## src/rtl/upower_lsu_pkg.sv

```systemverilog
`default_nettype none
// ============================================================================
// Module      : upower_lsu_pkg
// Description : Shared op encodings, access sizes, FSM states and helpers
//               for the uPower D-form load/store unit.
// Revision    : 1.0 - initial release
// ============================================================================
package upower_lsu_pkg;

    localparam int c_XLEN   = 32;
    localparam int c_REG_AW = 5;

    // bit2 = store, bits[1:0] = access size
    localparam logic [2:0] c_OP_LWZ = 3'b000;
    localparam logic [2:0] c_OP_LHZ = 3'b001;
    localparam logic [2:0] c_OP_LBZ = 3'b010;
    localparam logic [2:0] c_OP_STW = 3'b100;
    localparam logic [2:0] c_OP_STH = 3'b101;
    localparam logic [2:0] c_OP_STB = 3'b110;

    localparam logic [1:0] c_SZ_WORD = 2'b00;
    localparam logic [1:0] c_SZ_HALF = 2'b01;
    localparam logic [1:0] c_SZ_BYTE = 2'b10;

    typedef enum logic [2:0] {
        IDLE = 3'd0,
        REQ  = 3'd1,
        WAIT = 3'd2,
        WB   = 3'd3
`ifdef UPOWER_LSU_UPDATE_EN
        ,
        WBU  = 3'd4
`endif
    } state_e;

    // Undefined encodings report as misaligned so they never reach memory.
    function automatic logic is_misaligned(input logic [2:0] op, input logic [1:0] off);
        logic bad;
        case (op)
            c_OP_LWZ, c_OP_STW: bad = (off != 2'b00);
            c_OP_LHZ, c_OP_STH: bad = off[0];
            c_OP_LBZ, c_OP_STB: bad = 1'b0;
            default:            bad = 1'b1;
        endcase
        return bad;
    endfunction

endpackage
`default_nettype wire

```

## src/rtl/upower_lsu_if.sv

```systemverilog
`default_nettype none
// ============================================================================
// Module      : upower_lsu_if
// Description : Request, data-memory and write-back signal bundle of the LSU.
//               slave = LSU view, master = surrounding pipeline/memory view.
// Revision    : 1.0 - initial release
// ============================================================================
interface upower_lsu_if
    import upower_lsu_pkg::*;
#(
    parameter int XLEN   = c_XLEN,
    parameter int REG_AW = c_REG_AW
);

    logic              req_valid;
    logic              req_ready;
    logic [2:0]        req_op;
    logic [REG_AW-1:0] req_ra_idx;
    logic [XLEN-1:0]   req_ra_val;
    logic [15:0]       req_d;
    logic [REG_AW-1:0] req_rt;
    logic [XLEN-1:0]   req_st_data;
    logic              req_update;

    logic              mem_req_valid;
    logic              mem_req_ready;
    logic              mem_we;
    logic [XLEN-1:0]   mem_addr;
    logic [3:0]        mem_be;
    logic [XLEN-1:0]   mem_wdata;
    logic              mem_rsp_valid;
    logic [XLEN-1:0]   mem_rdata;

    logic              wb_valid;
    logic [REG_AW-1:0] wb_rt;
    logic [XLEN-1:0]   wb_data;
    logic              err_align;

    modport slave (
        input  req_valid, req_op, req_ra_idx, req_ra_val, req_d, req_rt,
               req_st_data, req_update, mem_req_ready, mem_rsp_valid, mem_rdata,
        output req_ready, mem_req_valid, mem_we, mem_addr, mem_be, mem_wdata,
               wb_valid, wb_rt, wb_data, err_align
    );

    modport master (
        output req_valid, req_op, req_ra_idx, req_ra_val, req_d, req_rt,
               req_st_data, req_update, mem_req_ready, mem_rsp_valid, mem_rdata,
        input  req_ready, mem_req_valid, mem_we, mem_addr, mem_be, mem_wdata,
               wb_valid, wb_rt, wb_data, err_align
    );

endinterface
`default_nettype wire

```

## src/rtl/upower_lsu_align.sv

```systemverilog
`default_nettype none
// ============================================================================
// Module      : upower_lsu_align
// Description : Big-endian byte-lane steering: byte enables, replicated store
//               data and zero-extended load extraction.
// Revision    : 1.0 - initial release
// ============================================================================
module upower_lsu_align
    import upower_lsu_pkg::*;
#(
    parameter int XLEN = c_XLEN
) (
    input  logic [1:0]      i_size,
    input  logic [1:0]      i_off,
    input  logic [XLEN-1:0] i_st_data,
    input  logic [XLEN-1:0] i_rdata,
    output logic [3:0]      o_be,
    output logic [XLEN-1:0] o_wdata,
    output logic [XLEN-1:0] o_ld_data
);

    logic [7:0]  w_byte;
    logic [15:0] w_half;

    // Lane 0 is the most significant byte.
    always_comb begin
        w_byte = 8'h00;
        case (i_off)
            2'b00: w_byte = i_rdata[31:24];
            2'b01: w_byte = i_rdata[23:16];
            2'b10: w_byte = i_rdata[15:8];
            2'b11: w_byte = i_rdata[7:0];
            default: w_byte = 8'h00;
        endcase
    end

    assign w_half = i_off[1] ? i_rdata[15:0] : i_rdata[31:16];

    always_comb begin
        o_be      = 4'b0000;
        o_wdata   = '0;
        o_ld_data = '0;
        case (i_size)
            c_SZ_WORD: begin
                o_be      = 4'b1111;
                o_wdata   = i_st_data;
                o_ld_data = i_rdata;
            end
            c_SZ_HALF: begin
                o_be      = i_off[1] ? 4'b0011 : 4'b1100;
                o_wdata   = {(XLEN/16){i_st_data[15:0]}};
                o_ld_data = {{(XLEN-16){1'b0}}, w_half};
            end
            c_SZ_BYTE: begin
                o_be      = 4'b1000 >> i_off;
                o_wdata   = {(XLEN/8){i_st_data[7:0]}};
                o_ld_data = {{(XLEN-8){1'b0}}, w_byte};
            end
            default: begin
                o_be      = 4'b0000;
                o_wdata   = '0;
                o_ld_data = '0;
            end
        endcase
    end

endmodule
`default_nettype wire

```

## src/rtl/upower_lsu.sv

```systemverilog
`default_nettype none
// ============================================================================
// Module      : upower_lsu
// Description : uPower D-form load/store execute stage (lwz/lhz/lbz/stw/sth/
//               stb). Optional update forms via UPOWER_LSU_UPDATE_EN.
// Revision    : 1.0 - initial release
// ============================================================================
module upower_lsu
    import upower_lsu_pkg::*;
#(
    parameter int XLEN   = c_XLEN,
    parameter int REG_AW = c_REG_AW
) (
    input  logic        clock,
    input  logic        reset,
    upower_lsu_if.slave bus
);

    state_e            r_state;
    state_e            w_state_nxt;

    logic [2:0]        r_op;
    logic [REG_AW-1:0] r_rt;
    logic [XLEN-1:0]   r_st_data;
    logic [XLEN-1:0]   r_ea;
    logic [XLEN-1:0]   r_rdata;
    logic              r_err;

    logic [XLEN-1:0]   w_base;
    logic [XLEN-1:0]   w_ea;
    logic              w_accept;
    logic              w_bad;
    logic              w_store;
    logic              w_last;
    logic [3:0]        w_be;
    logic [XLEN-1:0]   w_wdata;
    logic [XLEN-1:0]   w_ld_data;

    assign w_base   = (bus.req_ra_idx == '0) ? '0 : bus.req_ra_val;
    assign w_ea     = w_base + {{(XLEN-16){bus.req_d[15]}}, bus.req_d};
    assign w_accept = (r_state == IDLE) && bus.req_valid;
    assign w_store  = r_op[2];

`ifdef UPOWER_LSU_UPDATE_EN
    logic              r_update;
    logic [REG_AW-1:0] r_ra;

    // Update forms need a real base register distinct from a load target.
    assign w_bad = is_misaligned(bus.req_op, w_ea[1:0])
                 || (bus.req_update && ((bus.req_ra_idx == '0)
                 || (!bus.req_op[2] && (bus.req_ra_idx == bus.req_rt))));
    assign w_last = !r_update;

    always_ff @(posedge clock) begin
        if (reset) begin
            r_update <= 1'b0;
            r_ra     <= '0;
        end else if (w_accept && !w_bad) begin
            r_update <= bus.req_update;
            r_ra     <= bus.req_ra_idx;
        end
    end
`else
    logic w_unused_update;

    assign w_bad           = is_misaligned(bus.req_op, w_ea[1:0]);
    assign w_last          = 1'b1;
    assign w_unused_update = bus.req_update;
`endif

    upower_lsu_align #(
        .XLEN (XLEN)
    ) u_align (
        .i_size    (r_op[1:0]),
        .i_off     (r_ea[1:0]),
        .i_st_data (r_st_data),
        .i_rdata   (r_rdata),
        .o_be      (w_be),
        .o_wdata   (w_wdata),
        .o_ld_data (w_ld_data)
    );

    always_ff @(posedge clock) begin
        if (reset) begin
            r_op      <= '0;
            r_rt      <= '0;
            r_st_data <= '0;
            r_ea      <= '0;
            r_rdata   <= '0;
            r_err     <= 1'b0;
        end else begin
            r_err <= w_accept && w_bad;
            if (w_accept && !w_bad) begin
                r_op      <= bus.req_op;
                r_rt      <= bus.req_rt;
                r_st_data <= bus.req_st_data;
                r_ea      <= w_ea;
            end
            if ((r_state == WAIT) && bus.mem_rsp_valid) begin
                r_rdata <= bus.mem_rdata;
            end
        end
    end

    always_ff @(posedge clock) begin
        if (reset) begin
            r_state <= IDLE;
        end else begin
            r_state <= w_state_nxt;
        end
    end

    // Every output is decoded from registered state, so the memory request
    // stays stable for as long as it is stalled.
    always_comb begin
        w_state_nxt       = r_state;
        bus.req_ready     = 1'b0;
        bus.mem_req_valid = 1'b0;
        bus.mem_we        = 1'b0;
        bus.mem_addr      = '0;
        bus.mem_be        = 4'b0000;
        bus.mem_wdata     = '0;
        bus.wb_valid      = 1'b0;
        bus.wb_rt         = '0;
        bus.wb_data       = '0;
        case (r_state)
            IDLE: begin
                bus.req_ready = 1'b1;
                if (bus.req_valid && !w_bad) begin
                    w_state_nxt = REQ;
                end
            end
            REQ: begin
                bus.mem_req_valid = 1'b1;
                bus.mem_we        = w_store;
                bus.mem_addr      = {r_ea[XLEN-1:2], 2'b00};
                bus.mem_be        = w_be;
                bus.mem_wdata     = w_store ? w_wdata : '0;
                if (bus.mem_req_ready) begin
                    if (!w_store) begin
                        w_state_nxt = WAIT;
                    end else begin
`ifdef UPOWER_LSU_UPDATE_EN
                        w_state_nxt = w_last ? IDLE : WBU;
`else
                        w_state_nxt = IDLE;
`endif
                    end
                end
            end
            WAIT: begin
                if (bus.mem_rsp_valid) begin
                    w_state_nxt = WB;
                end
            end
            WB: begin
                bus.wb_valid = 1'b1;
                bus.wb_rt    = r_rt;
                bus.wb_data  = w_ld_data;
`ifdef UPOWER_LSU_UPDATE_EN
                w_state_nxt  = w_last ? IDLE : WBU;
`else
                w_state_nxt  = IDLE;
`endif
            end
`ifdef UPOWER_LSU_UPDATE_EN
            WBU: begin
                bus.wb_valid = 1'b1;
                bus.wb_rt    = r_ra;
                bus.wb_data  = r_ea;
                w_state_nxt  = IDLE;
            end
`endif
            default: begin
                w_state_nxt = IDLE;
            end
        endcase
    end

    assign bus.err_align = r_err;

endmodule
`default_nettype wire

```

## src/flat_wrapper.sv

```systemverilog
// flat-port wrapper written by rule: the top's interface ports become plain ports
module upower_lsu_flat import upower_lsu_pkg::*;
#(
    parameter int XLEN   = c_XLEN,
    parameter int REG_AW = c_REG_AW
)
  (clock, reset, bus_req_valid, bus_req_op, bus_req_ra_idx, bus_req_ra_val, bus_req_d, bus_req_rt, bus_req_st_data, bus_req_update, bus_mem_req_ready, bus_mem_rsp_valid, bus_mem_rdata, bus_req_ready, bus_mem_req_valid, bus_mem_we, bus_mem_addr, bus_mem_be, bus_mem_wdata, bus_wb_valid, bus_wb_rt, bus_wb_data, bus_err_align);
  upower_lsu_if #(.XLEN(XLEN), .REG_AW(REG_AW)) bus_i ();
  input  logic clock;
  input  logic reset;
  input wire logic [$bits(bus_i.req_valid)-1:0] bus_req_valid;
  input wire logic [$bits(bus_i.req_op)-1:0] bus_req_op;
  input wire logic [$bits(bus_i.req_ra_idx)-1:0] bus_req_ra_idx;
  input wire logic [$bits(bus_i.req_ra_val)-1:0] bus_req_ra_val;
  input wire logic [$bits(bus_i.req_d)-1:0] bus_req_d;
  input wire logic [$bits(bus_i.req_rt)-1:0] bus_req_rt;
  input wire logic [$bits(bus_i.req_st_data)-1:0] bus_req_st_data;
  input wire logic [$bits(bus_i.req_update)-1:0] bus_req_update;
  input wire logic [$bits(bus_i.mem_req_ready)-1:0] bus_mem_req_ready;
  input wire logic [$bits(bus_i.mem_rsp_valid)-1:0] bus_mem_rsp_valid;
  input wire logic [$bits(bus_i.mem_rdata)-1:0] bus_mem_rdata;
  output wire logic [$bits(bus_i.req_ready)-1:0] bus_req_ready;
  output wire logic [$bits(bus_i.mem_req_valid)-1:0] bus_mem_req_valid;
  output wire logic [$bits(bus_i.mem_we)-1:0] bus_mem_we;
  output wire logic [$bits(bus_i.mem_addr)-1:0] bus_mem_addr;
  output wire logic [$bits(bus_i.mem_be)-1:0] bus_mem_be;
  output wire logic [$bits(bus_i.mem_wdata)-1:0] bus_mem_wdata;
  output wire logic [$bits(bus_i.wb_valid)-1:0] bus_wb_valid;
  output wire logic [$bits(bus_i.wb_rt)-1:0] bus_wb_rt;
  output wire logic [$bits(bus_i.wb_data)-1:0] bus_wb_data;
  output wire logic [$bits(bus_i.err_align)-1:0] bus_err_align;
  assign bus_i.req_valid = bus_req_valid;
  assign bus_i.req_op = bus_req_op;
  assign bus_i.req_ra_idx = bus_req_ra_idx;
  assign bus_i.req_ra_val = bus_req_ra_val;
  assign bus_i.req_d = bus_req_d;
  assign bus_i.req_rt = bus_req_rt;
  assign bus_i.req_st_data = bus_req_st_data;
  assign bus_i.req_update = bus_req_update;
  assign bus_i.mem_req_ready = bus_mem_req_ready;
  assign bus_i.mem_rsp_valid = bus_mem_rsp_valid;
  assign bus_i.mem_rdata = bus_mem_rdata;
  assign bus_req_ready = bus_i.req_ready;
  assign bus_mem_req_valid = bus_i.mem_req_valid;
  assign bus_mem_we = bus_i.mem_we;
  assign bus_mem_addr = bus_i.mem_addr;
  assign bus_mem_be = bus_i.mem_be;
  assign bus_mem_wdata = bus_i.mem_wdata;
  assign bus_wb_valid = bus_i.wb_valid;
  assign bus_wb_rt = bus_i.wb_rt;
  assign bus_wb_data = bus_i.wb_data;
  assign bus_err_align = bus_i.err_align;
  upower_lsu #(.XLEN(XLEN), .REG_AW(REG_AW)) u_core (.clock(clock), .reset(reset), .bus(bus_i));
endmodule
```

## config.mk

```make
export PLATFORM = sky130hd
export DESIGN_NAME = upower_lsu_flat
export DESIGN_NICKNAME = d
export VERILOG_FILES = /design/src/rtl/upower_lsu_pkg.sv /design/src/rtl/upower_lsu_if.sv /design/src/rtl/upower_lsu_align.sv /design/src/rtl/upower_lsu.sv /design/src/flat_wrapper.sv
export SDC_FILE = /design/constraint.sdc
export NUM_CORES = 1
export LEC_CHECK = 0
export ABC_AREA = 1
export CORE_MARGIN = 10
export CORE_UTILIZATION = 49
export CTS_CLUSTER_SIZE = 16
export DETAILED_ROUTE_END_ITERATION = 8
export PLACE_DENSITY = 0.93
export SLEW_MARGIN = 10
export SYNTH_ARGS = -nofsm -noshare
export SYNTH_HDL_FRONTEND = slang
export SYNTH_HIERARCHICAL = 1
export SYNTH_SLANG_ARGS = --single-unit
```

## constraint.sdc

```tcl
create_clock -name clock -period 3.5 [get_ports clock]
set_input_delay 0.7 -clock clock [delete_from_list [all_inputs] [get_ports clock]]
set_output_delay 0.7 -clock clock [all_outputs]
set_load 0.01 [all_outputs]
```

==> reports/results.ini <==
[run_status]
outcome=completed

[routing]
first_iter_violations=761
drt_wl_total_mm=26.92
highest_layer=met4
drc_errors=0
dr.pass1.iters=6
dr_wl_met2_mm=12.98
post_drt_wl_per_cell_um=14.11
viasPerCell=4.938
m1WireLength_mm=10.78
routed-wl-met3_mm=2.630
vias=9422
ant_nets=0

[yosys]
synth.avg_cell_area_um2=5.585
async_flop_share=0
synth_ff_type=dfxtp_1
synthTopCellsByCount=nand2_1, inv_1, nor2_1
synth_top_area_frac=0.2599
synth.largest_area_cell=dfxtp_1
postSynthCellCount=1476
synth_edf_count=0
synth.cell_area_um2=8243
synth_cell_types=36
yosys_warnings=6
ys_seq_area_frac=0.2599
ys_ff_latch=107
yosys.cell_count.top_type=nand2_1
synth_area_leaders=dfxtp_1, nand2_1, inv_1

[floorplanning]
dieArea_um2=22410
coreArea_um2=16520
chipHeight_um=149.7
start_util=0.4988
num_rows=47
floorplan.io_pins=241
die_w_um=149.7

[clock_network]
htreeDepth=3
clockRootBuffer=clkbuf_16
tritoncts=done
postCtsSetupRepairBufs=0
cts-buffers-inserted=9
clockBufferDepth=2
cts_hold_buf=0
clkLatencyLatePin_ps=350
clkTransAtPathRegs_ps=80
cts_num_sinks=107
cts_resized=0

[power_and_ir_drop]
p_per_area_nw_per_um2=312.2
p_total_uw=3442
vdd_ir_drop_max_uv=235.2
p_leak_uw=0.005121

[worst_setup_path]
slowest_delay_ps=550
reg2reg_to=u_core/r_rdata[26]
cp.buffers_inverters=3
crit_path_start_kind=flop
crit_chain=inv_1 -> nor2_4 -> nand2_1 -> nor2_1 -> a21oi_1 -> nand3_1 -> inv_1 -> nor2_1 -> clkdlybuf4s50_1
crit_slowest_cell=clkdlybuf4s50_1
r2r-start=u_core/r_state[1]
crit_arrival_ps=2570
critPathCaptureType=output port
rrSetupSlack_ps=1480
worstRegToRegCells=4
cp_top_family=simple AND/OR/NAND/NOR gates
crit_fanout=15
path_class=reg -> out
crit_required_ps=2800

[timing]
slew_headroom=0.3230
tightestPinTransition_ps=1014
setup_violations=0
slew_viol_final=0
fin_tns_setup_ps=0
fmax_mhz=306.1
finalCritPeriodShare=0.9334
whs_ps=446.3
hold_violations=0
min_period_ps=3267
finClkSkew_ps=5.135
setup_slack_ps=233.0
rsz0062_at_grt=false

[cells_and_area]
nNetsFinal=1846
fillCellCount=1495
area_delta_synth_final_pct=33.76
drive_gt1_frac=0.03555
antenna_cells=0

[placed_design]
pre_cts_ws_ps=28.24
hpwl_mm=21.10
io_buffers=237
place.gp.congestion=0.9490

[hold_path]
hold-path-endpoint=u_core/r_rdata[1]
min_path_type=reg -> reg
whs_path_depth=2
worstHoldStart=u_core/r_rdata[1]

[global_route]
antenna_found_initial=0
grt_max_degree=56
grt_overflow=0
grt_usage=0.2300
grt_pass1_wl_mm=42.10
grt_pass1_vias=8667

[job]
cap_violations=0

[flip-flops by register name, summed over array words and instances, names as in the netlist]
name	flops
u_core/r_ea	32
u_core/r_rt	5
u_core/r_op	3
u_core/bus.err_align	1
u_core/r_state	2
u_core/r_st_data	32
u_core/r_rdata	32
[routing by layer]
metal | global-route usage | up-vias
met1 | 0.2698 | 4147
met5 | 0 | -
met4 | 0.07046 | 0
li1 | - | 4832
met3 | 0.05133 | 38
met2 | 0.4074 | 405
[area by class of cell]
cell class / count / area (µm²) / area share
Inverter: 325 / 1220 / 0.1106
Sequential cell: 107 / 2142 / 0.1943
Tap cell: 220 / 275.3 / 0.02497
Clock inverter: 6 / 50.05 / 0.004539
Clock buffer: 10 / 229.0 / 0.02077
Timing Repair Buffer: 253 / 2517 / 0.2283
Multi-Input combinational cell: 987 / 4592 / 0.4165
[layout by cell type, fill, tap and decap left out, types with 2 or more instances in the layout]
| cell | n |
|---|---|
| nand4_1 | 10 |
| inv_8 | 2 |
| nand3_2 | 2 |
| o21bai_1 | 3 |
| xnor2_1 | 2 |
| clkdlybuf4s50_1 | 237 |
| clkbuf_16 | 9 |
| nand2_4 | 2 |
| nor2_2 | 5 |
| xor2_1 | 12 |
| nor2_4 | 3 |
| nand3_1 | 54 |
| o21ai_2 | 2 |
| a21oi_1 | 94 |
| o211ai_1 | 9 |
| buf_12 | 2 |
| dfxtp_1 | 107 |
| nor3_1 | 3 |
| o21ai_0 | 107 |
| nand2_1 | 371 |
| ha_1 | 31 |
| nor2_1 | 259 |
| conb_1 | 2 |
| clkinvlp_4 | 3 |
| inv_2 | 5 |
| buf_4 | 14 |
| inv_1 | 320 |
| nand2_2 | 5 |
| o21ai_1 | 3 |
[stage by stage]
stage | utilization | std cells | instance area, µm²
global placement | 0.6503 | 1892 | 10750
finish | 0.6672 | 1908 | 11030
global route | 0.6672 | 1908 | 11030
floorplan | - | 1477 | 8247
CTS | 0.6672 | 1908 | 11030
detailed placement | 0.6503 | 1892 | 10750
[cell families (layout without fill, tap and decap cells)]
| group | after synthesis | after routing | synth area share |
|---|---|---|---|
| simple gates | 717 | 717 | 0.3496 |
| compound gates | 222 | 222 | 0.1422 |
| xor+xnor | 14 | 14 | 0.01488 |
| fa+ha+maj | 32 | 32 | 0.04948 |
| other cells | 1 | 2 | 0.0004549 |
| buf+inv | 383 | 594 | 0.1835 |
| flops | 107 | 107 | 0.2599 |
[report_power, final]
| group | internal, µW | leakage [µW] | switching (µW) |
|---|---|---|---|
| Sequential | 1300 | 0.000874 | 49.9 |
| Combinational | 443 | 0.00412 | 655 |
| Clock | 493 | 0.000129 | 497 |
| Total | 2240 | 0.00512 | 1200 |
[worst max path at each step]
stage                       from                    to  slack [ps]  cells after the start
2_1_floorplan  bus_req_ra_idx[4]        u_core/r_op[0]         630                     16
3_3_place_gp   bus_req_ra_idx[4]  u_core/r_st_data[22]         120                     15
3_5_place_dp   bus_req_ra_idx[1]  u_core/r_st_data[12]          30                     15
4_1_cts        u_core/r_state[0]      bus_mem_addr[19]         220                      6
5_1_grt        u_core/r_state[0]      bus_mem_addr[22]          60                      6
6_report          u_core/r_op[1]        bus_wb_data[4]         230                      9
[tightest hold or removal path: cells and delay by family (launching register included)]
kind	cells	cell delay (ps)
AOI/OAI and AO/OA	1	50
DFF	1	310
buffers and inverters	1	40
No activity file was read; power rests on OpenSTA's default activity.
